**config.mk**
```make
export PLATFORM = sky130hd
export DESIGN_NAME = req_pending_tracker_flat
export DESIGN_NICKNAME = d
export VERILOG_FILES = /design/src/rtl/req_track_pkg.sv /design/src/rtl/req_pending_tracker_if.sv /design/src/rtl/req_track_chan.sv /design/src/rtl/req_pending_tracker.sv /design/src/flat_wrapper.sv
export SDC_FILE = /design/constraint.sdc
export NUM_CORES = 1
export LEC_CHECK = 0
export ABC_AREA = 1
export CORE_MARGIN = 5
export CORE_UTILIZATION = 46
export DETAILED_ROUTE_END_ITERATION = 8
export PLACE_DENSITY_LB_ADDON = 0.12
export SYNTH_ARGS = -nofsm -noshare
export SYNTH_HDL_FRONTEND = slang
export SYNTH_HIERARCHICAL = 1
export SYNTH_SLANG_ARGS = --single-unit
```
**constraint.sdc**
```tcl
create_clock -name clk -period 2.1 [get_ports clk]
set_input_delay 0.42 -clock clk [delete_from_list [all_inputs] [get_ports clk]]
set_output_delay 0.42 -clock clk [all_outputs]
set_load 0.05 [all_outputs]
```
**src/rtl/req_track_pkg.sv**
```systemverilog
// Shared defaults and types for the request pending tracker.
//   NUM_REQ_DEF  : default number of requester channels
//   CNT_W_DEF    : default pending-counter width per channel
//   PEND_MAX_DEF : default saturation value (2^CNT_W_DEF - 1)
//   pend_cnt_t   : pending counter type at the default width
//   pend_max()   : saturation value for an arbitrary counter width
package req_track_pkg;

  localparam int unsigned NUM_REQ_DEF  = 4;
  localparam int unsigned CNT_W_DEF    = 3;
  localparam int unsigned PEND_MAX_DEF = (1 << CNT_W_DEF) - 1;

  typedef logic [CNT_W_DEF-1:0] pend_cnt_t;

  function automatic int unsigned pend_max(input int unsigned cnt_w);
    return (1 << cnt_w) - 1;
  endfunction

endpackage

```
**src/rtl/req_pending_tracker_if.sv**
```systemverilog
// Request/grant handshake between requesters, the tracker and the arbiter.
//   req_pulse : request events, one per set bit per cycle
//   gnt       : registered grant from the fixed-priority arbiter
//   req       : request vector presented to the arbiter
// master drives events and grants, slave is the tracker.
interface req_pending_tracker_if
  import req_track_pkg::*;
#(
  parameter int unsigned NUM_REQ = NUM_REQ_DEF
) ();

  logic [NUM_REQ-1:0] req_pulse;
  logic [NUM_REQ-1:0] gnt;
  logic [NUM_REQ-1:0] req;

  modport master (
    output req_pulse,
    output gnt,
    input  req
  );

  modport slave (
    input  req_pulse,
    input  gnt,
    output req
  );

endinterface

```
**src/rtl/req_track_chan.sv**
```systemverilog
// One tracker channel: saturating pending counter plus sticky error flags.
//   clk, rst   : clock, synchronous active-high reset
//   req_pulse  : new request event
//   gnt        : grant for this channel
//   err_clr    : clear sticky flags (a same-cycle set wins)
//   req        : pending count remaining after the current grant is nonzero
//   full       : counter at saturation
//   ovf_err    : sticky, request dropped on a full counter
//   gnt_err    : sticky, grant seen with nothing pending
//   gnt_taken  : grant consumed this cycle (only with REQ_TRACK_STATS_EN)
module req_track_chan
  import req_track_pkg::*;
#(
  parameter int unsigned CNT_W = CNT_W_DEF
) (
  input  logic clk,
  input  logic rst,
  input  logic req_pulse,
  input  logic gnt,
  input  logic err_clr,
  output logic req,
  output logic full,
  output logic ovf_err,
  output logic gnt_err
`ifdef REQ_TRACK_STATS_EN
  ,
  output logic gnt_taken
`endif
);

  localparam int unsigned PendMaxInt = pend_max(CNT_W);
  localparam logic [CNT_W-1:0] PendMax = PendMaxInt[CNT_W-1:0];
  localparam logic [CNT_W-1:0] PendOne = 1;

  logic [CNT_W-1:0] pend_q, pend_d;
  logic             ovf_q, ovf_d;
  logic             gerr_q, gerr_d;
  logic             empty, at_max, take, drop, inc;

  always_comb begin
    empty  = (pend_q == '0);
    at_max = (pend_q == PendMax);
    take   = gnt & ~empty;
    // A grant in the same cycle frees a slot, so only drop when not granted.
    drop   = req_pulse & at_max & ~gnt;
    inc    = req_pulse & ~drop;

    pend_d = pend_q;
    if (inc && !take) begin
      pend_d = pend_q + PendOne;
    end else if (take && !inc) begin
      pend_d = pend_q - PendOne;
    end

    ovf_d  = drop | (ovf_q & ~err_clr);
    gerr_d = (gnt & empty) | (gerr_q & ~err_clr);
  end

  always_ff @(posedge clk) begin
    if (rst) begin
      pend_q <= '0;
      ovf_q  <= 1'b0;
      gerr_q <= 1'b0;
    end else begin
      pend_q <= pend_d;
      ovf_q  <= ovf_d;
      gerr_q <= gerr_d;
    end
  end

  // Count left after this cycle's grant; hides the last request while it is
  // being granted so the registered arbiter cannot grant it twice.
  assign req     = (pend_q > {{(CNT_W-1){1'b0}}, gnt});
  assign full    = at_max;
  assign ovf_err = ovf_q;
  assign gnt_err = gerr_q;

`ifdef REQ_TRACK_STATS_EN
  assign gnt_taken = take;
`endif

endmodule

```
**src/rtl/req_pending_tracker.sv**
```systemverilog
// Per-channel pending-request tracker in front of a fixed-priority arbiter.
//   clk, rst  : clock, synchronous active-high reset
//   bus       : req_pulse/gnt in, req out (slave modport)
//   err_clr   : clears all sticky error flags
//   full      : per-channel counter saturated
//   ovf_err   : per-channel sticky overflow
//   gnt_err   : per-channel sticky spurious grant
//   grant_cnt : total grants consumed, saturating; constant 0 unless the
//               REQ_TRACK_STATS_EN macro is defined
module req_pending_tracker
  import req_track_pkg::*;
#(
  parameter int unsigned NUM_REQ = NUM_REQ_DEF,
  parameter int unsigned CNT_W   = CNT_W_DEF
) (
  input  logic                 clk,
  input  logic                 rst,
  req_pending_tracker_if.slave bus,
  input  logic                 err_clr,
  output logic [NUM_REQ-1:0]   full,
  output logic [NUM_REQ-1:0]   ovf_err,
  output logic [NUM_REQ-1:0]   gnt_err,
  output logic [15:0]          grant_cnt
);

`ifdef REQ_TRACK_STATS_EN
  logic [NUM_REQ-1:0] gnt_taken;
`endif

  for (genvar i = 0; i < NUM_REQ; i++) begin : g_chan
    req_track_chan #(
      .CNT_W(CNT_W)
    ) u_chan (
      .clk       (clk),
      .rst       (rst),
      .req_pulse (bus.req_pulse[i]),
      .gnt       (bus.gnt[i]),
      .err_clr   (err_clr),
      .req       (bus.req[i]),
      .full      (full[i]),
      .ovf_err   (ovf_err[i]),
      .gnt_err   (gnt_err[i])
`ifdef REQ_TRACK_STATS_EN
      ,
      .gnt_taken (gnt_taken[i])
`endif
    );
  end

`ifdef REQ_TRACK_STATS_EN
  logic [15:0] grant_cnt_q, grant_cnt_d;
  logic [16:0] grant_sum;

  always_comb begin
    grant_sum = {1'b0, grant_cnt_q};
    for (int i = 0; i < NUM_REQ; i++) begin
      grant_sum = grant_sum + 17'(gnt_taken[i]);
    end
    grant_cnt_d = grant_sum[16] ? 16'hFFFF : grant_sum[15:0];
  end

  always_ff @(posedge clk) begin
    if (rst) begin
      grant_cnt_q <= '0;
    end else begin
      grant_cnt_q <= grant_cnt_d;
    end
  end

  assign grant_cnt = grant_cnt_q;
`else
  assign grant_cnt = 16'h0000;
`endif

endmodule

```
**src/flat_wrapper.sv**
```systemverilog
// flat-port wrapper written by rule: the top's interface ports become plain ports
module req_pending_tracker_flat import req_track_pkg::*;
#(
  parameter int unsigned NUM_REQ = NUM_REQ_DEF,
  parameter int unsigned CNT_W   = CNT_W_DEF
)
  (clk, rst, err_clr, full, ovf_err, gnt_err, grant_cnt, bus_req_pulse, bus_gnt, bus_req);
  req_pending_tracker_if #(.NUM_REQ(NUM_REQ)) bus_i ();
  input  logic clk;
  input  logic rst;
  input  logic err_clr;
  output logic [NUM_REQ-1:0] full;
  output logic [NUM_REQ-1:0] ovf_err;
  output logic [NUM_REQ-1:0] gnt_err;
  output logic [15:0] grant_cnt;
  input wire logic [$bits(bus_i.req_pulse)-1:0] bus_req_pulse;
  input wire logic [$bits(bus_i.gnt)-1:0] bus_gnt;
  output wire logic [$bits(bus_i.req)-1:0] bus_req;
  assign bus_i.req_pulse = bus_req_pulse;
  assign bus_i.gnt = bus_gnt;
  assign bus_req = bus_i.req;
  req_pending_tracker #(.NUM_REQ(NUM_REQ), .CNT_W(CNT_W)) u_core (.clk(clk), .rst(rst), .bus(bus_i), .err_clr(err_clr), .full(full), .ovf_err(ovf_err), .gnt_err(gnt_err), .grant_cnt(grant_cnt));
endmodule
```
Yosys cells after proc, flatten, opt, wreduce, memory -nomap -nowiden
Index checks and enable logic that the tools add are counted.
{"block": "totals", "reg_bits": 20, "input_bits": 11, "wordCells": 109}
{"block": "classes", "n_addsub": 8, "magnitude_cmp": 4, "n_eq_ne": 4, "mux": 8, "bitwise_logic": 49, "n_reduce_logical": 24}
{"operator": "$and A1 B1 Y1", "count": 28}
{"operator": "$mux W3", "count": 8}
{"operator": "$not A1 Y1", "count": 13}
{"operator": "$add A3 B1 Y3 const B", "count": 4}
{"operator": "$eq A3 B3 Y1 const B", "count": 4}
{"operator": "$gt A3 B1 Y1", "count": 4}
{"operator": "$logic_not A3 Y1", "count": 4}
{"operator": "$sub A3 B1 Y3 const B", "count": 4}
{"operator": "$logic_and A1 B1 Y1", "count": 8}
{"operator": "$logic_not A1 Y1", "count": 8}
{"operator": "$or A1 B1 Y1", "count": 8}
{"operator": "$reduce_bool A2 Y1", "count": 4}

Depth between registers and ports, before layout
{"block": "logic_depth", "word_depth": 9, "ltp_mapped": 13}

Cells and area by module
Netlist, hierarchy kept.
{"mod": "req_track_chan", "instances": 4, "cells_per_inst": 44, "area_per_inst_um2": 301.5}
{"mod": "req_pending_tracker", "instances": 1, "cells_per_inst": 17, "area_per_inst_um2": 123.9}

Least setup slack after synthesis
OpenSTA, ideal clock, no wires.
{"block": "synth_path", "path_kind": "register to output", "startpoint": "reg u_core.g_chan[0].u_chan.pend_q[0]", "endpoint": "out bus_req[0]", "t_arrival_ns": 1.817, "required_ns": 1.680, "slack_ns": -0.137, "path_stages_with_launch": 4, "path_cell_list": "dfxtp_1 inv_1 ha_1 o21ai_0"}
{"block": "synth_between", "elab_chain_cells": 1}
{"element": "start: declaration", "line": "req_track_chan.sv:35", "rtl": "logic [CNT_W-1:0] pend_q, pend_d;"}
{"element": "start signal: assignment", "line": "req_track_chan.sv:65", "rtl": "pend_q <= pend_d;"}
{"element": "$gt A3 B1 Y1", "line": "req_track_chan.sv:73", "rtl": "assign req = (pend_q > {{(CNT_W-1){1'b0}}, gnt});"}
{"element": "end: declaration", "line": "flat_wrapper.sv:18", "rtl": "output wire logic [$bits(bus_i.req)-1:0] bus_req;"}
No other way between the ends.

Worst setup path after layout
{"block": "layout_path", "startpoint": "in bus_gnt[1]", "endpoint": "out bus_req[1]"}
{"block": "layout_between", "elab_chain_cells": 1}
{"element": "start: declaration", "line": "flat_wrapper.sv:17", "rtl": "input wire logic [$bits(bus_i.gnt)-1:0] bus_gnt;"}
{"element": "$gt A3 B1 Y1", "line": "req_track_chan.sv:73"}
No other way between the ends.

==> impl_metrics.tcl <==
set metrics [dict create \
    h-tree-depth 1 \
    grt_usage_pct 13.4 \
    antenna_cells 0 \
    die_h_um 63.8 \
    placedInstanceArea_um2 1690 \
    final_nets 259 \
    cts-root-buf "clkbuf_4" \
    crit_type "input port to output port" \
    timing.rr.end "u_core/g_chan[2].u_chan/pend_q[2]" \
    ios 43 \
    finalInstanceArea_um2 1740 \
    arrival_ns 1.63 \
    rrSetupSlack_ns 0.30 \
    gp_congestion 0.859 \
    path_max_fanout 3 \
    die-area_um2 4070 \
    die_w_um 63.8 \
    yosys.cell_types.count 16 \
    synthCells 193 \
    clk_latency_ns 0.29 \
    crit_end "bus_req[1]" \
    slowest_delay_ns 0.42 \
    worst_pin_slew_ns 0.507 \
    p_leak_nw 0.918 \
    core_um2 2760 \
    synth_top_cell_by_area "dfxtp_1" \
    avgSynthCellArea_um2 6.89 \
    port_buffers 26 \
    worstPathCellList "clkdlybuf4s50_1 -> buf_4 -> ha_1 -> o21ai_2 -> buf_12" \
    critical_path.top_delay_family "buffers and inverters" \
    drt-initial-drc-count 39 \
    drc 0 \
    worst_hold_path_type "flip-flop to flip-flop" \
    max_freq_mhz 488 \
    dpl.hpwl_um 2220 \
    synthToLayoutAreaGrowth_pct 31.1 \
    startpoint_type "input port" \
    worst-r2r-cell-count 12 \
    drv_cap 0 \
    hold_viol_final 0 \
    ys_seq_elements 20 \
    worst_ir_drop_vdd_mv 0.858 \
    syn_area_um2 1330 \
    grt_pass1_wl_um 4630 \
    rr_startpoint "u_core/g_chan[2].u_chan/pend_q[2]" \
    setup_violations 0 \
    post_drt_wl_per_cell_um 9.79 \
    drive_gt1_share_pct 20.9 \
    post-cts-setup-buffers 0 \
    place_inst 262 \
    slew_headroom_pct 66.1 \
    num_vias 1240 \
    drtPass1Iterations 4 \
    crit_buf_inv 3 \
    grt_max_degree 12 \
    endpoint_kind "output port" \
    synth_seq_area_share_pct 30.1 \
    cts_tree "yes" \
    start_util_pct 48.2 \
    rsz0062_at_grt "no" \
    grt_pass1_vias 1174 \
    core.rowCount 19 \
    power.density_nw_per_um2 1220 \
    cpMaxStageDelayCell "clkdlybuf4s50_1" \
    skew_ns 0.00462 \
    clkTransAtPathRegs_ns 0.11 \
    yosysWarningCount 6 \
    critPathRequiredTime_ns 1.68 \
    cp_num_cells 5 \
    via_per_inst 4.66 \
    synth_area_leaders "dfxtp_1 30%, inv_1 10%, buf_4 9.0%" \
    drv_slew 0 \
    clock_sinks 20 \
    fin_cells 266 \
    drt-total-wl_um 2600 \
    postRouteAntennaNets 0 \
    cts_buffers 3 \
    p_total_mw 2.13 \
    clock_path_buffers 2 \
    crit_start "bus_gnt[1]" \
    worstHoldPathCells 2 \
    period_needed_ns 2.05 \
    gr-total-overflow 0 \
    status "completed" \
    postCtsHoldBufs 0 \
    antenna_found_initial 0 \
    netlist.area_leader.share_pct 30.1 \
    finalCritPeriodShare_pct 97.6 \
]
how the worst min path moves through the flow:
stage	start	endpoint	slack (ns)
after global routing	u_core/g_chan[2].u_chan/gnt_err	u_core/g_chan[2].u_chan/gnt_err	0.49
after detailed placement	u_core/g_chan[2].u_chan/gnt_err	u_core/g_chan[2].u_chan/gnt_err	0.46
after global placement	u_core/g_chan[2].u_chan/gnt_err	u_core/g_chan[2].u_chan/gnt_err	0.45
after floorplan	rst	u_core/g_chan[0].u_chan/ovf_err	0.49
after CTS	u_core/g_chan[2].u_chan/gnt_err	u_core/g_chan[2].u_chan/gnt_err	0.47
final	u_core/g_chan[2].u_chan/gnt_err	u_core/g_chan[2].u_chan/gnt_err	0.47
through the flow:
stage	TNS, ns	setup WS, ns	hold WS (ns)	utilization (%)
6_report	0	0.0502	0.473	63.2
5_1_grt	0	0.000333	0.491	63.2
4_1_cts	0	0.0000998	0.471	62.8
3_5_place_dp	-0.680	-0.132	0.456	61.4
3_3_place_gp	-0.394	-0.0942	0.454	61.4
2_1_floorplan	0	0.241	0.487	-
cells by family after synthesis:
family          count (synthesis)  synth area share [%]
simple gates                   76                  25.6
fa+ha+maj                      12                  13.5
buf+inv                        60                  21.4
other cells                     1                 0.282
compound gates                 24                  9.03
flops                          20                  30.1
sequential cells by signal (all words and copies together) (netlist names):
register                      flops
u_core/g_chan.u_chan/pend_q      12
u_core/g_chan.u_chan/gnt_err      4
u_core/g_chan.u_chan/ovf_err      4
tightest hold or removal path: stages (launching register included):
cell	delay, ns
dfxtp_1	0.32
nand2_1	0.06
a21oi_1	0.05
power breakdown:
group          leakage (nW)  internal [mW]  total [mW]  switching [mW]
clock network        0.0210          0.105       0.216           0.111
logic                 0.731          0.525        1.31           0.787
registers             0.165          0.487       0.597           0.110
total                 0.918           1.12        2.13            1.01
per-layer routing:
metal | share of wire [%] | track usage (%)
met1 | 43 | 15.9
met2 | 48 | 23.2
met3 | 7.0 | 2.98
met4 | 2.0 | 5.45
met5 | 0 | 0
layout make-up:
cell class	instances	area [µm²]
sequential	20	400
tap	31	38.8
inverter	44	165
timing repair buffer	39	388
clock buffer	4	36.3
fill	250	1010
multi-input combinational	128	716
Yosys cell counts:
| library cell | number |
|---|---|
| a21oi_1 | 12 |
| o21ai_1 | 4 |
| nand2_1 | 28 |
| fa_1 | 4 |
| ha_1 | 8 |
| inv_1 | 36 |
| nor2_2 | 8 |
| dfxtp_1 | 20 |
| inv_2 | 8 |
| conb_1 | 1 |
| nand4_1 | 4 |
| nand2_2 | 4 |
| nand3_1 | 12 |
| buf_4 | 16 |
| o21ai_0 | 8 |
| nor2_1 | 20 |
repair_timing:
action | 4_1_cts | 5_1_grt
pin swaps | 0 | 2
gates cloned | 0 | 0
resized for setup | 1 | 3
endpoints found under the setup margin | 1 | 4
cells in the final DEF, fill, tap and decap left out, types with 8 or more instances in the layout:
cell type	synthesis	routed
dfxtp_1	20	20
clkdlybuf4s50_1	0	18
nand2_1	28	28
nor2_1	20	20
ha_1	8	8
inv_1	36	36
inv_2	8	8
a21oi_1	12	12
nor2_2	8	8
buf_4	16	17
nand3_1	12	12
conb_1	1	16
No activity file was read; power rests on OpenSTA's default activity.
